--- src/rtl/conv_out_writer_pkg.sv ---
// Shared constants for the convolution output write-back path: FSM encoding,
// default layer geometry and the address-width helper.
package conv_out_writer_pkg;

    typedef logic [1:0] state_t;

    localparam state_t ST_IDLE  = 2'd0;
    localparam state_t ST_WRITE = 2'd1;
    localparam state_t ST_DONE  = 2'd2;

    localparam int unsigned CONV_LANES = 4;
    localparam int unsigned CONV_DW    = 8;
    localparam int unsigned CONV_DEPTH = 2562;

    // Smallest address width covering every bank of one frame.
    function automatic int unsigned calc_aw(input int unsigned depth,
                                            input int unsigned pingpong);
        int unsigned words;
        int unsigned aw;
        words = depth * (pingpong + 1);
        aw    = 0;
        for (int unsigned i = 0; i < 32; i++) begin
            if ((64'd1 << i) < 64'(words)) aw = i + 1;
        end
        return aw;
    endfunction

endpackage

--- src/rtl/conv_out_addr_gen.sv ---
// Word counter and bank selector for one output frame; produces the banked
// BRAM address and the terminal-count flag.
module conv_out_addr_gen
    import conv_out_writer_pkg::*;
#(
    parameter int unsigned DEPTH    = CONV_DEPTH,
    parameter int unsigned AW       = 13,
    parameter int unsigned PINGPONG = 1
) (
    input  logic          clk,
    input  logic          rst_n,
    input  logic          clear_i,
    input  logic          adv_i,
    input  logic          toggle_i,
    output logic [AW-1:0] addr_o,
    output logic          bank_o,
    output logic          last_o
);

    localparam logic [AW-1:0] LAST  = AW'(DEPTH - 1);
    localparam logic [AW-1:0] BASE1 = AW'(DEPTH);

    logic [AW-1:0] cnt_q, cnt_d;
    logic          bank_q, bank_d;

    assign last_o = (cnt_q == LAST);
    assign bank_o = bank_q;
    assign addr_o = (bank_q ? BASE1 : '0) + cnt_q;

    // Counter saturates at the last word so the address can never leave the bank.
    always_comb begin
        cnt_d = cnt_q;
        if (clear_i) begin
            cnt_d = '0;
        end else if (adv_i && !last_o) begin
            cnt_d = cnt_q + 1'b1;
        end
    end

    always_comb begin
        bank_d = bank_q;
        if (toggle_i && (PINGPONG != 0)) bank_d = ~bank_q;
    end

    always_ff @(posedge clk) begin
        if (!rst_n) begin
            cnt_q  <= '0;
            bank_q <= 1'b0;
        end else begin
            cnt_q  <= cnt_d;
            bank_q <= bank_d;
        end
    end

endmodule

--- src/rtl/conv_out_writer.sv ---
// Write-back stage: accepts LANES channels per beat over valid/ready and
// registers them onto a single-port BRAM write port, one frame per start.
module conv_out_writer
    import conv_out_writer_pkg::*;
#(
    parameter int unsigned LANES    = CONV_LANES,
    parameter int unsigned DW       = CONV_DW,
    parameter int unsigned DEPTH    = CONV_DEPTH,
    parameter int unsigned AW       = 13,
    parameter int unsigned PINGPONG = 1
) (
    input  logic                clk,
    input  logic                rst_n,
    input  logic                start,
    input  logic                in_valid,
    input  logic [LANES*DW-1:0] in_data,
    output logic                in_ready,
    output logic                ena,
    output logic                wea,
    output logic [AW-1:0]       addra,
    output logic [LANES*DW-1:0] dina,
    output logic                bank,
    output logic                busy,
    output logic                frame_done,
    output logic                overflow
);

    if (AW < calc_aw(DEPTH, PINGPONG)) begin : g_cfg_check
        $fatal(1, "conv_out_writer: AW too small for DEPTH*(PINGPONG+1)");
    end

    state_t              state_q, state_d;
    logic                wr_q;
    logic [AW-1:0]       addra_q;
    logic [LANES*DW-1:0] dina_q;
    logic                fd_q;
    logic                ovf_q;

    logic                in_write;
    logic                accept;
    logic [AW-1:0]       gen_addr;
    logic                gen_bank;
    logic                gen_last;
    logic                ovf_event;

    assign in_write  = (state_q == ST_WRITE);
    assign accept    = in_valid && in_write;
    assign ovf_event = (in_valid && !in_write) || (start && (state_q != ST_IDLE));

    conv_out_addr_gen #(
        .DEPTH   (DEPTH),
        .AW      (AW),
        .PINGPONG(PINGPONG)
    ) u_addr_gen (
        .clk     (clk),
        .rst_n   (rst_n),
        .clear_i ((state_q == ST_IDLE) && start),
        .adv_i   (accept),
        .toggle_i((state_q == ST_DONE) && fd_q),
        .addr_o  (gen_addr),
        .bank_o  (gen_bank),
        .last_o  (gen_last)
    );

    // DONE spans two cycles: the first lets the final BRAM write land,
    // the second carries the frame_done pulse.
    always_comb begin
        state_d = state_q;
        case (state_q)
            ST_IDLE:  if (start) state_d = ST_WRITE;
            ST_WRITE: if (accept && gen_last) state_d = ST_DONE;
            ST_DONE:  if (fd_q) state_d = ST_IDLE;
            default:  state_d = ST_IDLE;
        endcase
    end

    always_ff @(posedge clk) begin
        if (!rst_n) begin
            state_q <= ST_IDLE;
            wr_q    <= 1'b0;
            addra_q <= '0;
            dina_q  <= '0;
            fd_q    <= 1'b0;
            ovf_q   <= 1'b0;
        end else begin
            state_q <= state_d;
            wr_q    <= accept;
            if (accept) begin
                addra_q <= gen_addr;
                dina_q  <= in_data;
            end
            fd_q <= (state_q == ST_DONE) && !fd_q;
            if (ovf_event) ovf_q <= 1'b1;
        end
    end

    assign in_ready   = in_write;
    assign busy       = in_write;
    assign ena        = wr_q;
    assign wea        = wr_q;
    assign addra      = addra_q;
    assign dina       = dina_q;
    assign bank       = gen_bank;
    assign frame_done = fd_q;
    assign overflow   = ovf_q;

endmodule

--- config.mk ---
export PLATFORM = sky130hd
export DESIGN_NAME = conv_out_writer
export DESIGN_NICKNAME = d
export VERILOG_FILES = /design/src/rtl/conv_out_writer_pkg.sv /design/src/rtl/conv_out_addr_gen.sv /design/src/rtl/conv_out_writer.sv
export SDC_FILE = /design/constraint.sdc
export NUM_CORES = 1
export LEC_CHECK = 0
export CAP_MARGIN = 30
export CORE_UTILIZATION = 49
export DETAILED_ROUTE_END_ITERATION = 8
export MAX_ROUTING_LAYER = met4
export PLACE_DENSITY = 0.84
export SYNTH_ARGS = -nofsm -noshare
export SYNTH_HDL_FRONTEND = slang
export SYNTH_SLANG_ARGS = --single-unit
--- constraint.sdc ---
create_clock -name clk -period 3.05 [get_ports clk]
set_input_delay 0.4575 -clock clk [delete_from_list [all_inputs] [get_ports clk]]
set_output_delay 0.4575 -clock clk [all_outputs]
set_load 0.05 [all_outputs]
# ---- Yosys cells after proc, flatten, opt, wreduce, memory -nomap -nowiden
# Cells that the tools add are included.
dict set report op_classes {
  add_sub_neg 2
  multipliers 0
  n_div 0
  n_lt_le_gt_ge 0
  n_eq_ne 6
  shift 0
  muxes 5
  bitwise 2
  reduce_logical 16
}
# op count
set ops {}
lappend ops {{$add A13 B1 Y13 const B} 1}
lappend ops {{$add A13 B13 Y13} 1}
lappend ops {{$eq A13 B12 Y1 const B} 1}
lappend ops {{$mux W12} 1}
lappend ops {{$logic_and A1 B1 Y1} 8}
lappend ops {{$mux W2} 3}
lappend ops {{$pmux W2 S3} 1}
lappend ops {{$ne A2 B2 Y1 const B} 2}
lappend ops {{$logic_not A1 Y1} 3}
lappend ops {{$reduce_and A3 Y1} 1}
lappend ops {{$eq A2 B1 Y1 const B} 1}
lappend ops {{$eq A2 B2 Y1 const B} 1}
lappend ops {{$logic_not A2 Y1} 1}
lappend ops {{$ne A2 B1 Y1 const B} 1}
lappend ops {{$not A1 Y1} 2}
lappend ops {{$reduce_bool A2 Y1} 1}
lappend ops {{$reduce_or A2 Y1} 1}
lappend ops {{$logic_or A1 B1 Y1} 1}
dict set report word_totals {
  regBits 64
  latchBits 0
  ramBits 0
  rom_bits 0
  in_bits 36
  out_inout_bits 52
  mem_count 0
}

# ---- Depth between registers and ports, before layout
dict set report logic_depth {
  word_depth 5
  ltp_mapped 6
  ltp_nobuf 6
}

# ---- Modules after synthesis
# Synthesis repeated with hierarchy kept, for this count alone.
dict set report hier_totals {
  cells_unflattened 354
  hier_area_um2 2915.3
}
# module instances cells_each area_each_um2 seq_area_each_um2
set modules_own_cells {}
lappend modules_own_cells {conv_out_writer 1 225 1875.5 1001.0}
lappend modules_own_cells {conv_out_addr_gen 1 129 1039.7 280.3}

# ---- Worst setup path after synthesis
# No wires, ideal clock.
dict set report synth_timing {
  kind {reg-to-reg}
  start {reg u_addr_gen.bank_q (netlist: u_addr_gen.bank_o)}
  end {reg addra_q[11] (netlist: addra[11])}
  arrival_time_ns 2.056
  slack_ns 0.903
  path_stages_with_launch 7
  n_path_buf 0
  synth_period_minus_slack_ns 2.147
  path_cell_list {dfxtp_1 -> ha_1 -> ha_1 -> and3_1 -> a31oi_1 -> or3_1 -> a311oi_1}
}
dict set report synth_between {
  elab_chain_cells 2
}
# element line
set synth_rtl {}
lappend synth_rtl {{start, declared} conv_out_addr_gen.sv:24} ;# logic bank_q, bank_d;
lappend synth_rtl {{start signal, assigned} conv_out_addr_gen.sv:51} ;# bank_q <= bank_d;
lappend synth_rtl {{$mux W12} conv_out_addr_gen.sv:28} ;# assign addr_o = (bank_q ? BASE1 : '0) + cnt_q;
lappend synth_rtl {{$add A13 B13 Y13} conv_out_addr_gen.sv:28}
lappend synth_rtl {{end signal, assigned} conv_out_writer.sv:89} ;# addra_q <= gen_addr;
lappend synth_rtl {{end, declared} conv_out_writer.sv:34} ;# logic [AW-1:0] addra_q;
# Every way passes these cells.
# A chain may end at the register's enable or synchronous reset.

# ---- Final worst setup path
dict set report layout_timing {
  start {reg state_q[0]}
  end {out in_ready}
}
dict set report layout_between {
  elab_chain_cells 1
}
# element line
set layout_rtl {}
lappend layout_rtl {{start, declared} conv_out_writer.sv:32} ;# state_t state_q, state_d;
lappend layout_rtl {{start signal, assigned} conv_out_writer.sv:86} ;# state_q <= state_d;
lappend layout_rtl {{$eq A2 B1 Y1} conv_out_writer.sv:46} ;# assign in_write = (state_q == ST_WRITE);
lappend layout_rtl {{end, declared} conv_out_writer.sv:17} ;# output logic in_ready,
# Every way passes these cells.

==> metrics.cfg <==
[setup_path]
reg2reg_slack_ns=0.98
crit_path_end_kind=primary output
regToRegStartpoint=u_addr_gen.cnt_q[0]$_SDFFE_PP0P_
cp_max_fo=10
rr_worst_depth=5
start_kind=register
r2r_end=u_addr_gen.cnt_q[4]$_SDFFE_PP0P_
crit_required_ns=2.59
crit_arrival_ns=1.96
crit_type=reg -> out

[job]
maxCapViolations=0

[synth]
async_flop_share_pct=0
synth-edff-count=0
synth_area_sq_mm=0.00271
yosys_warnings=0
avgSynthCellArea_sq_um=8.23
ys_seq_area_share_pct=47.3
synth_flop_cell=dfxtp_1
syn-num-nets=371
synth_seq_cells=64
yosysUniqueCellTypes=45
synth_cells=329

[floorplan]
dieWidth_um=76.3
dieArea_sq_mm=0.00583
die_y_um=76.3
row_count=26
ioPinCount=88
initial_core_util_pct=52.0
fp.coreArea_sq_mm=0.00520

[final_layout]
fillers=397
final_cell_count_no_fill=479
drive_gt1_share_pct=5.87
nets=446
antenna-diode-count=0
final-seq-area_sq_mm=0.00128
multi_input_area_sq_mm=0.00127
syn_to_final_growth_pct=37.8

[pwr]
ir_drop_mv=0.254
pwr_density_cell_mw_per_mm2=477
p_leak_nw=1.30

[min_path]
worstHoldPathCells=2
hold-path-endpoint=dina[25]$_SDFFE_PN0P_
min_from=dina[25]$_SDFFE_PN0P_
worstHoldPathType=reg -> reg

[timing]
fin_tns_setup_ns=0
rsz0062_at_grt=no
setup_violations=0
maxSlewViolCount=0
worstMarginPinSlew_ns=0.564
skew_ns=0.00871
hold_viol_final=0
slew-limit-headroom_pct=62.0
layout_worst_path_cycle_share_pct=79.4
fin_crit_ns=2.42
fmax_mhz=413

[place]
dpl.cell_count=463
dp_hpwl_um=4530
io_buffers=87
place_congestion=0.914

[cts]
clk_path_buf_depth=2
cts_sinks=64
htreeDepth=3
cts_resized=0
path_clk_slew_ns=0.07
cts_tree=done
worst_skew_pair.late_latency_ns=0.33
cts_made_buffers=9
holdBufCountCts=0
postCtsSetupBuffers=0
cts_root_buf=clkbuf_8

[status]
status=finished clean

[global_routing]
grt_max_degree=57
grt-ovfl-total=0
grt_pass1_wl_um=10800
grt.total_usage_pct=24.1
grt_pass1_vias=2240
antenna_found_initial=0

[routing]
wirelength_um=6660
drt-initial-drc-count=126
ant_nets=0
dr.pass1.iters=4
drc=0
wl_per_cell_um=13.9
viasPerCell=5.26
num_vias=2518

routing by layer:
metal  part of all wire (%)  global-route usage [%]  vias to the layer above
met5                      0                       -                        -
li1                       -                       -                     1278
met1                     45                    29.5                     1151
met3                    4.7                    4.07                       13
met4                    2.2                    12.7                        0
met2                     48                    38.2                       76
sequential cells by signal, indices dropped and copies added, names as in the netlist:
signal,cells
u_addr_gen.bank_o,1
u_addr_gen.cnt_q,13
addra,13
state_q,2
frame_done,1
dina,32
overflow,1
ena,1
metrics by stage:
step	setup WS [ns]	hold WS, ns	power, W	area (sq um)	utilization (%)
after floorplan	0.903	0.473	0.00107	2710	-
after global placement	0.761	0.441	0.00118	3560	68.5
after detailed placement	0.729	0.446	0.00118	3560	68.5
after CTS	0.624	0.455	0.00180	3730	71.7
after global routing	0.526	0.477	0.00185	3730	71.7
final	0.628	0.453	0.00178	3730	71.7
Yosys cell counts (all sizes together), types with 2 or more instances:
cell type / number / area [sq um]
nand2: 76 / 285
dfxtp: 64 / 1280
a21oi: 40 / 200
nor2: 24 / 90.1
buf: 14 / 77.6
clkbuf: 12 / 47.6
nand3: 12 / 60.1
inv: 8 / 30.0
xnor2: 8 / 70.1
nand4: 7 / 50.1
a211oi: 6 / 45.0
ha: 6 / 75.1
nor4: 5 / 31.3
xor2: 5 / 43.8
a311oi: 4 / 35.0
o21ai: 4 / 20.0
or3: 4 / 25.0
a31oi: 3 / 18.8
and3: 3 / 20.0
nand3b: 3 / 35.0
nor3: 3 / 15.0
o211ai: 2 / 15.0
worst max-delay path, cell delays in order, from the launching register on:
cell and delay (ns):
dfxtp_1 0.52, nor2b_1 0.27, clkdlybuf4s50_1 0.84
cell families (layout without fill, tap and decap cells):
family	after synthesis	in the layout	synth area share [%]
and+or+nand+nor	144	144	24.8
AOI/OAI and AO/OA	67	67	14.8
DFF	64	64	47.3
buffers and inverters	34	114	5.73
xor gates and xnor gates	13	13	4.21
adders and majority gates	6	6	2.77
muxes	1	1	0.416
layout make-up:
class                           count  share of cell area (%)
Inverter                            8                   0.805
Timing Repair Buffer               90                    24.0
Tap cell                           70                    2.35
Sequential cell                    64                    34.4
Multi-Input combinational cell    231                    34.1
Clock buffer                       12                    3.89
Clock inverter                      4                   0.537
power breakdown:
group          total, W  switching, W  internal, W
combinational  0.000283      0.000174     0.000109
clock          0.000616      0.000304     0.000312
sequential     0.000880     0.0000167     0.000864
how the worst max path moves through the flow:
stage                                   start                          endpoint  slack, ns  cells past startpoint
3_3_place_gp                         in_valid  u_addr_gen.cnt_q[6]$_SDFFE_PP0P_       0.76                      6
3_5_place_dp                         in_valid  u_addr_gen.cnt_q[6]$_SDFFE_PP0P_       0.73                      6
4_1_cts               state_q[0]$_SDFFE_PN0P_                          in_ready       0.62                      2
2_1_floorplan  u_addr_gen.bank_o$_SDFFE_PN0P_            addra[11]$_SDFFE_PN0P_       0.90                      6
6_report              state_q[0]$_SDFFE_PN0P_                          in_ready       0.63                      2
5_1_grt               state_q[0]$_SDFFE_PN0P_                          in_ready       0.53                      2
cells in the final DEF, fill, tap and decap left out, drive strengths merged, types with 6 or more instances in the layout:
cell type	netlist	final
a211oi	6	6
nand4	7	7
ha	6	6
inv	8	8
nand3	12	12
nand2	76	76
xnor2	8	8
a21oi	40	40
dfxtp	64	64
clkbuf	12	12
nor2	24	24
clkdlybuf4s50	0	87
No activity file was read; power rests on OpenSTA's default activity.
